File: src/rtl/uart_tx_sched.sv
// Round-robin two-source FIFO write arbiter plus a four-state FIFO-to-UART drain FSM.
// Optional macro UART_TX_PAUSE_EN adds a tx_pause input that holds the drain FSM in IDLE.
module uart_tx_sched #(
  parameter int DATA_WIDTH = 8,
  parameter int CNT_WIDTH  = 16
) (
  input  logic                  clock,
  input  logic                  reset,
  input  logic                  a_valid,
  input  logic [DATA_WIDTH-1:0] a_data,
  output logic                  a_ready,
  input  logic                  b_valid,
  input  logic [DATA_WIDTH-1:0] b_data,
  output logic                  b_ready,
  output logic                  fifo_push,
  output logic [DATA_WIDTH-1:0] fifo_data_in,
  output logic                  fifo_pop,
  input  logic [DATA_WIDTH-1:0] fifo_data_out,
  input  logic                  fifo_full,
  input  logic                  fifo_empty,
  output logic                  tx_valid,
  output logic [DATA_WIDTH-1:0] tx_data,
  input  logic                  tx_ready,
  output logic [CNT_WIDTH-1:0]  sent_count,
`ifdef UART_TX_PAUSE_EN
  input  logic                  tx_pause,
`endif
  output logic                  busy
);

  typedef enum logic [1:0] {IDLE, POP, LOAD, SEND} state_t;

  state_t state;
  logic   prio;
  logic   pause;

`ifdef UART_TX_PAUSE_EN
  assign pause = tx_pause;
`else
  assign pause = 1'b0;
`endif

  // Grant is withheld whenever the FIFO is full, even if a pop lands on the same edge.
  always_comb begin
    a_ready      = 1'b0;
    b_ready      = 1'b0;
    fifo_push    = 1'b0;
    fifo_data_in = a_data;
    if (!fifo_full) begin
      if (a_valid && (!b_valid || !prio)) begin
        a_ready   = 1'b1;
        fifo_push = 1'b1;
      end else if (b_valid) begin
        b_ready      = 1'b1;
        fifo_push    = 1'b1;
        fifo_data_in = b_data;
      end
    end
  end

  always_ff @(posedge clock) begin
    if (reset) begin
      prio <= 1'b0;
    end else if (a_ready) begin
      prio <= 1'b1;
    end else if (b_ready) begin
      prio <= 1'b0;
    end
  end

  // Only one pop is ever in flight: IDLE is the sole place that looks at fifo_empty.
  always_ff @(posedge clock) begin
    if (reset) begin
      state      <= IDLE;
      fifo_pop   <= 1'b0;
      tx_valid   <= 1'b0;
      tx_data    <= '0;
      sent_count <= '0;
      busy       <= 1'b0;
    end else begin
      case (state)
        IDLE: begin
          if (!fifo_empty && !pause) begin
            state    <= POP;
            fifo_pop <= 1'b1;
            busy     <= 1'b1;
          end
        end
        POP: begin
          state    <= LOAD;
          fifo_pop <= 1'b0;
        end
        LOAD: begin
          state    <= SEND;
          tx_data  <= fifo_data_out;
          tx_valid <= 1'b1;
        end
        SEND: begin
          if (tx_ready) begin
            state      <= IDLE;
            tx_valid   <= 1'b0;
            busy       <= 1'b0;
            sent_count <= sent_count + CNT_WIDTH'(1);
          end
        end
        default: begin
          state    <= IDLE;
          fifo_pop <= 1'b0;
          tx_valid <= 1'b0;
          busy     <= 1'b0;
        end
      endcase
    end
  end

endmodule
File: config.mk
export PLATFORM = sky130hd
export DESIGN_NAME = uart_tx_sched
export DESIGN_NICKNAME = d
export VERILOG_FILES = /design/src/rtl/uart_tx_sched.sv
export SDC_FILE = /design/constraint.sdc
export NUM_CORES = 1
export LEC_CHECK = 0
export ABC_AREA = 0
export CAP_MARGIN = 20
export CELL_PAD_IN_SITES_DETAIL_PLACEMENT = 0
export CELL_PAD_IN_SITES_GLOBAL_PLACEMENT = 1
export CORE_ASPECT_RATIO = 0.5
export CORE_MARGIN = 3
export CORE_UTILIZATION = 31
export CTS_BUF_LIST = sky130_fd_sc_hd__clkbuf_16
export CTS_CLUSTER_DIAMETER = 200
export DETAILED_ROUTE_END_ITERATION = 7
export HOLD_SLACK_MARGIN = 0.03
export PLACE_DENSITY_LB_ADDON = 0.3
export SYNTH_ARGS = -nofsm -noshare
export SYNTH_HDL_FRONTEND = slang
export SYNTH_SLANG_ARGS = --single-unit
File: constraint.sdc
create_clock -name clock -period 4.95 [get_ports clock]
set_input_delay 0.99 -clock clock [delete_from_list [all_inputs] [get_ports clock]]
set_output_delay 0.99 -clock clock [all_outputs]
set_load 0.01 [all_outputs]
==> qor.csv, run 1 <==
stage,metric,value,unit
cts,CTS tree,built,
synthesis,largest family of logic cells by synthesized area,simple AND/OR/NAND/NOR gates,
final_layout,Final Util,0.5568,
placement,Setup WS pre-CTS,1190,ps
synthesis,mux contribution to synthesized area,0.1350,
timing,Setup Skew,4.767,ps
cts,Worst-path clk slew,50,ps
worst_setup_path,Critical Path End,fifo_data_in[1],
synthesis,syn_area_per_cell,9.029,sq um
timing,f_max,0.2659,GHz
timing,post-route setup slack,1189,ps
cts,CTS max path bufs,2,
cts,cts repair resizes,0,
die,CORE AREA,4144,sq um
synthesis,post-synthesis xor/xnor area fraction,0.06178,
timing,Slew headroom,0.6103,
detailed_routing,drt pass-1 iters,4,
cts,CTS Sinks,30,
synthesis,Post-synth EDFFs,0,
synthesis,Syn Std Cell Area,1418,sq um
detailed_routing,Total Wirelength,3453,um
synthesis,top_reg_cell synth,dfxtp_1,
synthesis,post-synthesis simple-gate area fraction,0.2171,
die,Chip Width,101.6,um
final_layout,ANT cells,0,
detailed_routing,Via-to-Cell Ratio,4.706,
placement,post-detailed-placement half-perimeter wirelength,2605,um
cts,Post-CTS Setup Inserts,0,
final_layout,NumNets Final,264,
final_layout,number of fillers in the final layout,381,
die,Ports,69,
cts,clk_lat worst skew,270,ps
final_layout,multi-input combinational cell area,763.2,sq um
worst_setup_path,Setup CP Type,input pin to output pin,
cts,H-tree depth,2,
synthesis,Seq cells post-synth,30,
final_layout,FF/Latch Area,600.6,sq um
detailed_routing,Post-route DRC,0,
detailed_routing,DRT iter0 DRCs,15,
synthesis,Synth Area in Compound Gates,0.07149,
synthesis,asr flop ratio synth,0,
worst_setup_path,crit path DAT,2770,ps
worst_setup_path,crit end category,output pin,
timing,# setup viols final,0,
global_routing,pin count of the biggest net entering global routing,32,
hold_path,Hold Crit Class,register to register,
die,Die Footprint,5469,sq um
global_routing,All-Layer GR Usage,0.1312,
timing,Final Hold Fails,0,
synthesis,post-synthesis adder-cell area fraction,0.05296,
run,MaxCap Viol Count,0,
power,Leak Pwr,0.8396,nW
global_routing,vias in the first global route,1233,
worst_setup_path,Reg-to-Reg End,sent_count[13]$_SDFFE_PP0P_,
global_routing,number of antenna violations at the first check in global routing,0,
worst_setup_path,crit path launch type,input pin,
outcome,outcome,completed,
cts,total CTS buffers,5,
detailed_routing,DR WL/cell,12.24,um
detailed_routing,Routed Antenna Nets,0,
synthesis,post-synthesis sequential area ratio,0.4237,
die,FP Rows,16,
power,power per cell area,340.2,nW/um^2
die,initial cell density of the core,0.3421,
timing,Tcrit/Tclk final,0.7598,
worst_setup_path,R2R Setup Slk,2790,ps
timing,Worst-Margin Slew,579.2,ps
cts,CTS root buf,clkbuf_16,
synthesis,post-synthesis cell type count,32,
worst_setup_path,Worst Reg-to-Reg Cells,5,
timing,final setup TNS,0,ps
synthesis,gate count of the mapped netlist,157,
worst_setup_path,crit path from,a_valid,
worst_setup_path,Reg2Reg Launch Point,state[1]$_SDFFE_PP0P_,
timing,RSZ-0062 raised after global routing,false,
synthesis,Post-Syn Nets,194,
worst_setup_path,worst-path fanout max,9,
timing,Final min period,3761,ps
placement,gpl congestion,0.7576,
global_routing,wire length of the first global-routing pass,5375,um
placement,PortBufs,68,
die,die height,53.82,um
final_layout,area delta synth->final,62.75,%
timing,Slew Limit Fails,0,
worst_setup_path,Worst Path Required,3960,ps
detailed_routing,via count,1327,
power,Max IR drop VDD,0.1689,mV
final_layout,layout cells sized above 1,0.09649,
cts,CTS Hold Buffers Added,0,
synthesis,Ys Warns,0,
global_routing,GRT overflow,0,
-- cell usage in the layout (no fill, tap or decap), types with 6 or more instances in the layout --
cell type,Yosys,layout
a21oi_1,7,7
mux2i_1,9,9
clkdlybuf4s50_1,0,68
nor2_1,26,26
inv_1,8,9
mux2_2,9,9
ha_1,6,6
nand4_1,6,6
nand2_1,9,9
dfxtp_1,30,30
-- cell usage after synthesis (2+ instances only) --
cell type	n	area share
dfxtp_1	30	0.42
nor2_1	26	0.069
mux2_2	9	0.071
mux2i_1	9	0.064
nand2_1	9	0.024
inv_1	8	0.021
a21oi_1	7	0.025
ha_1	6	0.053
nand4_1	6	0.026
nand3_1	5	0.018
xnor2_1	5	0.031
xor2_1	5	0.031
o21ai_0	4	0.014
clkbuf_1	3	0.0079
nor3_1	3	0.011
a22oi_1	2	0.011
buf_1	2	0.0053
nor4_1	2	0.0088
o31ai_1	2	0.011
or4_2	2	0.012
-- flip-flops by register name (all words and copies together), names as in the netlist --
register    count
prio            1
state           2
tx_data         8
tx_valid        1
busy            1
sent_count     16
fifo_pop        1
-- worst max-delay path, stage by stage --
cell	delay (ps)
clkdlybuf4s50_1	440
nand2b_1	80
and3_1	390
mux2_2	380
clkdlybuf4s50_1	480
-- cell type report --
type	instances	area share
clock buffers	5	0.05423
clock inverters	3	0.005423
inverters	8	0.01302
multi-input cells	113	0.3308
flip-flops and latches	30	0.2603
well taps	54	0.02928
repair buffers	69	0.3069
-- cells by family after synthesis --
| family | Yosys count |
|---|---|
| buffers and inverters | 14 |
| adders and majority gates | 6 |
| DFF | 30 |
| and+or+nand+nor | 62 |
| muxes | 18 |
| AOI/OAI and AO/OA | 17 |
| xor gates and xnor gates | 10 |
-- per-stage QoR --
step,hold slack (ps),power [mW],cell area [sq um],instances
5_1_grt,509.3,0.8337,2307,282
3_5_place_dp,474.2,0.5086,2142,273
4_1_cts,482.7,0.7950,2280,281
2_1_floorplan,462.2,0.4110,1418,157
3_3_place_gp,460.3,0.5048,2142,273
6_report,482.9,0.7849,2307,282
-- where the power goes --
part,total [mW],switching (mW),internal [mW]
Clock,0.281,0.0996,0.181
Sequential,0.289,0.0185,0.270
Combinational,0.216,0.0943,0.121
-- routing by layer --
metal	GRT usage	up-vias	part of all wire
li1	-	686	-
met1	0.1434	577	0.44
met2	0.2154	56	0.41
met3	0.06210	8	0.12
met4	0.07285	0	0.022
met5	0	-	0
-- worst min path at each step --
stage                     slack [ps]                           to  cells past startpoint                   startpoint
after global placement           460  sent_count[15]$_SDFFE_PP0P_                      2  sent_count[15]$_SDFFE_PP0P_
after floorplan                  460            prio$_SDFFE_PP0P_                      2            prio$_SDFFE_PP0P_
after global routing             510  sent_count[15]$_SDFFE_PP0P_                      2  sent_count[15]$_SDFFE_PP0P_
final                            480  sent_count[15]$_SDFFE_PP0P_                      2  sent_count[15]$_SDFFE_PP0P_
after detailed placement         470  sent_count[15]$_SDFFE_PP0P_                      2  sent_count[15]$_SDFFE_PP0P_
after CTS                        480  sent_count[15]$_SDFFE_PP0P_                      2  sent_count[15]$_SDFFE_PP0P_
Power figures use the tool's default switching activity.
==> run 2: changes to the inputs <==
CORE_UTILIZATION = 28   (was 31)
clock period = 3.8 ns   (was 4.95 ns; I/O delays follow)
==> run 2 against run 1 <==
Effect of this change:
- sequential cell count is the same
- first-iteration DRC count rose by 67%
- die area grew 9.8%
- final cell count rose by 4.3%
- power rose by 30%
- critical endpoint is now fifo_data_in[0]
- combinational power grew 31%
- register-to-register slack got worse by 1100 ps
- clock skew about the same
- design area fell by 0.22%
- worst hold slack got worse by 4.6 ps
- via count grew 1.6%
- wire length increased by 4.5%
==> qor.csv, run 2 (same netlist as run 1, synthesis figures left out) <==
stage,metric,value,unit,change
outcome,outcome,completed,,unchanged
timing,Slew Limit Fails,0,,unchanged
timing,Tcrit/Tclk final,0.8738,,
cts,Worst-path clk slew,50,ps,about the same
power,total chip power,1.023,mW,was 0.7849 mW
global_routing,wire length of the first global-routing pass,5947,um,was 5375 um
worst_setup_path,crit path launch type,input pin,,unchanged
cts,CTS tree,built,,unchanged
die,die height,56.32,um,was 53.82 um
cts,total CTS buffers,5,,unchanged
cts,H-tree depth,2,,unchanged
timing,f_max,0.3012,GHz,
placement,gpl congestion,0.7001,,was 0.7576
placement,PortBufs,68,,unchanged
cts,Post-CTS Setup Inserts,0,,unchanged
detailed_routing,DRT iter0 DRCs,25,,was 15
die,Chip Width,106.6,um,was 101.6 um
detailed_routing,Post-route DRC,0,,unchanged
timing,Setup Skew,4.770,ps,was 4.767 ps
timing,Worst-Margin Slew,745.8,ps,was 579.2 ps
final_layout,NumNets Final,264,,unchanged
global_routing,most crowded layer after global routing,met2,,unchanged
detailed_routing,drt pass-1 iters,4,,unchanged
global_routing,GR Util met1,0.1449,,was 0.1434
final_layout,biggest regs,"sent_count: 16 flops, tx_data: 8 flops, state: 2 flops",,unchanged
global_routing,All-Layer GR Usage,0.1234,,was 0.1312
timing,Final Hold Fails,0,,unchanged
hold_path,Hold Crit Class,register to register,,unchanged
die,CORE AREA,4637,sq um,was 4144 sq um
final_layout,"commonest cells after routing, fill and taps aside","clkdlybuf4s50_1 (68), dfxtp_1 (30), nor2_1 (26)",,unchanged
hold_path,WHS Path Cells,2,,unchanged
worst_setup_path,Setup CP Type,input pin to output pin,,unchanged
timing,# setup viols final,0,,unchanged
global_routing,number of antenna violations at the first check in global routing,0,,unchanged
global_routing,met2 Use GR,0.1923,,was 0.2154
die,FP Rows,17,,was 16
power,Max IR drop VDD,0.2426,mV,was 0.1689 mV
timing,post-route setup slack,479.4,ps,was 1189 ps
cts,CTS max path bufs,2,,unchanged
global_routing,met3 usage,0.06544,,was 0.06210
timing,RSZ-0062 raised after global routing,false,,unchanged
cts,cts repair resizes,0,,unchanged
timing,Final min period,3321,ps,
detailed_routing,Via-to-Cell Ratio,4.585,,was 4.706
worst_setup_path,Worst Reg-to-Reg Cells,5,,unchanged
placement,Setup WS pre-CTS,485.9,ps,was 1190 ps
die,Ports,69,,unchanged
power,Leak Pwr,0.8317,nW,was 0.8396 nW
final_layout,number of fillers in the final layout,464,,was 381
placement,placed instance area,2165,sq um,was 2142 sq um
final_layout,layout cells sized above 1,0.09649,,unchanged
die,initial cell density of the core,0.3057,,was 0.3421
detailed_routing,Routed Antenna Nets,0,,unchanged
worst_setup_path,crit path DAT,2560,ps,was 2770 ps
final_layout,Largest register FFs,16,,unchanged
worst_setup_path,Worst Path Required,3040,ps,was 3960 ps
final_layout,"Most flops, register",sent_count,,unchanged
final_layout,area delta synth->final,62.40,%,was 62.75%
worst_setup_path,crit end category,output pin,,unchanged
global_routing,pin count of the biggest net entering global routing,22,,was 32
timing,Slew headroom,0.5013,,was 0.6103
die,Die Footprint,6005,sq um,was 5469 sq um
final_layout,ANT cells,0,,unchanged
detailed_routing,DR WL/cell,12.27,um,was 12.24 um
power,power per cell area,444.2,nW/um^2,was 340.2 nW/um^2
placement,post-detailed-placement half-perimeter wirelength,2787,um,was 2605 um
cts,CTS root buf,clkbuf_16,,unchanged
cts,CTS Sinks,30,,unchanged
detailed_routing,Total Wirelength,3608,um,was 3453 um
cts,CTS Hold Buffers Added,0,,unchanged
worst_setup_path,worst-path fanout max,9,,unchanged
cts,clk_lat worst skew,270,ps,about the same
global_routing,GRT overflow,0,,unchanged
global_routing,vias in the first global route,1332,,was 1233
final_layout,"most common cell after layout, fill and taps aside",clkdlybuf4s50_1,,unchanged
timing,final setup TNS,0,ps,unchanged
final_layout,final instance area,2302,sq um,was 2307 sq um
detailed_routing,via count,1348,,was 1327
run,MaxCap Viol Count,0,,unchanged
==> run 2: cell counts in the layout (fill, tap and decap cells not counted) <==
Identical to the previous run, type by type.
==> run 2: critical path: stages <==
cell and delay, ps:
clkdlybuf4s50_1 440, inv_1 80, and3_1 410, mux2_2 380, clkdlybuf4s50_1 480
==> run 2: final cells by class <==
cell class,count,area [sq um],share of cell area
Sequential cell,30,600.6,0.2609
Clock inverter,3,12.51,0.005435
Tap cell,66,82.58,0.03587
Timing Repair Buffer,69,688.2,0.2989
Clock buffer,5,125.1,0.05435
Inverter,8,30.03,0.01304
Multi-Input combinational cell,113,763.2,0.3315
==> run 2: metrics by stage <==
| step | hold WS [ps] | cells | utilization |
|---|---|---|---|
| CTS | 480.8 | 294 | 0.4965 |
| finish | 478.3 | 294 | 0.4965 |
| global placement | 459.0 | 286 | 0.4668 |
| global route | 527.1 | 294 | 0.4965 |
| detailed placement | 474.2 | 286 | 0.4668 |
| floorplan | 462.2 | 157 | - |
==> run 2: final timing paths <==
check / startpoint / end / slack [ps]
worst max-delay path: fifo_full / fifo_data_in[0] / 480
worst min-delay path: sent_count[15]$_SDFFE_PP0P_ / sent_count[15]$_SDFFE_PP0P_ / 480
worst max register to register: state[1]$_SDFFE_PP0P_ / sent_count[13]$_SDFFE_PP0P_ / 1680
worst min register to register: sent_count[15]$_SDFFE_PP0P_ / sent_count[15]$_SDFFE_PP0P_ / 480
==> run 2: metal layers <==
metal | part of all wire | wire [um]
met5 | 0 | 0
met4 | 0.013 | 46
met3 | 0.13 | 453
met2 | 0.42 | 1528
met1 | 0.44 | 1579
==> run 2: power by group <==
group / switching [mW] / internal (mW)
Clock: 0.130 / 0.236
Sequential: 0.0233 / 0.352
Combinational: 0.125 / 0.157
==> run 3: changes to the inputs <==
MAX_ROUTING_LAYER = met4   (was default)
==> run 3 against run 2 <==
Effect of this change:
- global-route usage grew 0.42 points
- sequential cell count did not move
- clock power barely moved
- design area is the same
- die area is the same
- setup slack unchanged
- sequential power barely moved
- final cell count is the same
- largest cell class unchanged
==> qor.csv, run 3 (same netlist as run 1, synthesis figures left out) <==
stage,metric,value,unit,change
power,Max IR drop VDD,0.2426,mV,about the same
final_layout,biggest regs,"sent_count: 16 flops, tx_data: 8 flops, state: 2 flops",,unchanged
die,Chip Width,106.6,um,unchanged
die,Die Footprint,6005,sq um,unchanged
cts,CTS root buf,clkbuf_16,,unchanged
worst_setup_path,crit end category,output pin,,unchanged
cts,clk_lat worst skew,270,ps,about the same
hold_path,Hold Crit Class,register to register,,unchanged
hold_path,WHS Path Cells,2,,unchanged
final_layout,"most common cell after layout, fill and taps aside",clkdlybuf4s50_1,,unchanged
cts,CTS Hold Buffers Added,0,,unchanged
detailed_routing,DR WL/cell,12.27,um,unchanged
global_routing,met2 Use GR,0.1923,,unchanged
final_layout,"Most flops, register",sent_count,,unchanged
detailed_routing,Routed Antenna Nets,0,,unchanged
run,MaxCap Viol Count,0,,unchanged
cts,CTS max path bufs,2,,unchanged
detailed_routing,Via-to-Cell Ratio,4.588,,was 4.585
placement,gpl congestion,0.7077,,was 0.7001
placement,Placed Instances,286,,unchanged
final_layout,FF/Latch Area,600.6,sq um,unchanged
timing,Final Hold Fails,0,,unchanged
global_routing,All-Layer GR Usage,0.1276,,was 0.1234
cts,CTS tree,built,,unchanged
final_layout,"commonest cells after routing, fill and taps aside","clkdlybuf4s50_1 (68), dfxtp_1 (30), nor2_1 (26)",,unchanged
global_routing,GR Util met1,0.1484,,was 0.1449
die,die height,56.32,um,unchanged
placement,post-detailed-placement half-perimeter wirelength,2787,um,unchanged
cts,total CTS buffers,5,,unchanged
die,initial cell density of the core,0.3057,,unchanged
final_layout,ANT cells,0,,unchanged
timing,RSZ-0062 raised after global routing,false,,unchanged
worst_setup_path,Worst Path Required,3040,ps,about the same
worst_setup_path,worst-path fanout max,9,,unchanged
final_layout,Largest register FFs,16,,unchanged
detailed_routing,Total Wirelength,3608,um,unchanged
placement,placed instance area,2165,sq um,unchanged
timing,Final min period,3321,ps,unchanged
worst_setup_path,Setup CP Type,input pin to output pin,,unchanged
power,power per cell area,444.7,nW/um^2,was 444.2 nW/um^2
placement,Setup WS pre-CTS,485.9,ps,unchanged
final_layout,Post-Layout Cell Count,294,,unchanged
worst_setup_path,crit path DAT,2560,ps,about the same
global_routing,most crowded layer after global routing,met2,,unchanged
worst_setup_path,crit path launch type,input pin,,unchanged
outcome,outcome,completed,,unchanged
power,Leak Pwr,0.8317,nW,unchanged
detailed_routing,via count,1349,,was 1348
worst_setup_path,Worst Reg-to-Reg Cells,5,,unchanged
die,CORE AREA,4637,sq um,unchanged
timing,final setup TNS,0,ps,unchanged
final_layout,number of fillers in the final layout,464,,unchanged
final_layout,area delta synth->final,62.40,%,unchanged
global_routing,pin count of the biggest net entering global routing,22,,unchanged
timing,Fin Hold WS,478.3,ps,about the same
global_routing,wire length of the first global-routing pass,5947,um,unchanged
global_routing,GRT overflow,0,,unchanged
cts,Post-CTS Setup Inserts,0,,unchanged
timing,Setup Skew,4.906,ps,was 4.770 ps
final_layout,NumNets Final,264,,unchanged
detailed_routing,DRT iter0 DRCs,25,,unchanged
final_layout,final instance area,2302,sq um,unchanged
timing,Slew Limit Fails,0,,unchanged
timing,post-route setup slack,479.4,ps,unchanged
die,FP Rows,17,,unchanged
power,total chip power,1.024,mW,was 1.023 mW
timing,Worst-Margin Slew,745.4,ps,was 745.8 ps
detailed_routing,drt pass-1 iters,4,,unchanged
detailed_routing,Post-route DRC,0,,unchanged
cts,Worst-path clk slew,50,ps,about the same
die,Ports,69,,unchanged
timing,Tcrit/Tclk final,0.8738,,unchanged
timing,Slew headroom,0.5015,,was 0.5013
final_layout,layout cells sized above 1,0.09649,,unchanged
cts,CTS Sinks,30,,unchanged
final_layout,multi-input combinational cell area,763.2,sq um,unchanged
placement,PortBufs,68,,unchanged
global_routing,number of antenna violations at the first check in global routing,0,,unchanged
timing,# setup viols final,0,,unchanged
global_routing,met3 usage,0.06315,,was 0.06544
final_layout,Final Util,0.4965,,unchanged
cts,H-tree depth,2,,unchanged
timing,f_max,0.3012,GHz,unchanged
cts,cts repair resizes,0,,unchanged
global_routing,vias in the first global route,1331,,was 1332
[run 3: cell counts in the layout (fill, tap and decap cells not counted)]
Identical to the previous run, type by type.
[run 3: where the power goes]
group	internal (mW)	switching, mW
clock	0.236	0.131
sequential	0.352	0.0233
combinational	0.157	0.125
[run 3: path summary, 6_finish.rpt]
kind | slack [ps] | end | start
worst max-delay path | 480 | fifo_data_in[0] | fifo_full
worst min-delay path | 480 | sent_count[15]$_SDFFE_PP0P_ | sent_count[15]$_SDFFE_PP0P_
worst max register to register | 1680 | sent_count[13]$_SDFFE_PP0P_ | state[1]$_SDFFE_PP0P_
worst min register to register | 480 | sent_count[15]$_SDFFE_PP0P_ | sent_count[15]$_SDFFE_PP0P_
[run 3: worst max-delay path, cell delays in order]
cell and delay, ps:
clkdlybuf4s50_1 440, inv_1 80, and3_1 410, mux2_2 380, clkdlybuf4s50_1 480
[run 3: per-layer routing]
metal / part of all wire / routed length [um] / up-vias
met5: 0 / 0 / -
met4: 0.013 / 46 / 0
met3: 0.12 / 418 / 5
met2: 0.42 / 1526 / 56
met1: 0.45 / 1616 / 605
li1: - / - / 683
[run 3: final cells by class]
class,instances,share of cell area
clock buffer,5,0.05435
inverter,8,0.01304
timing repair buffer,69,0.2989
clock inverter,3,0.005435
tap,66,0.03587
multi-input combinational,113,0.3315
sequential,30,0.2609
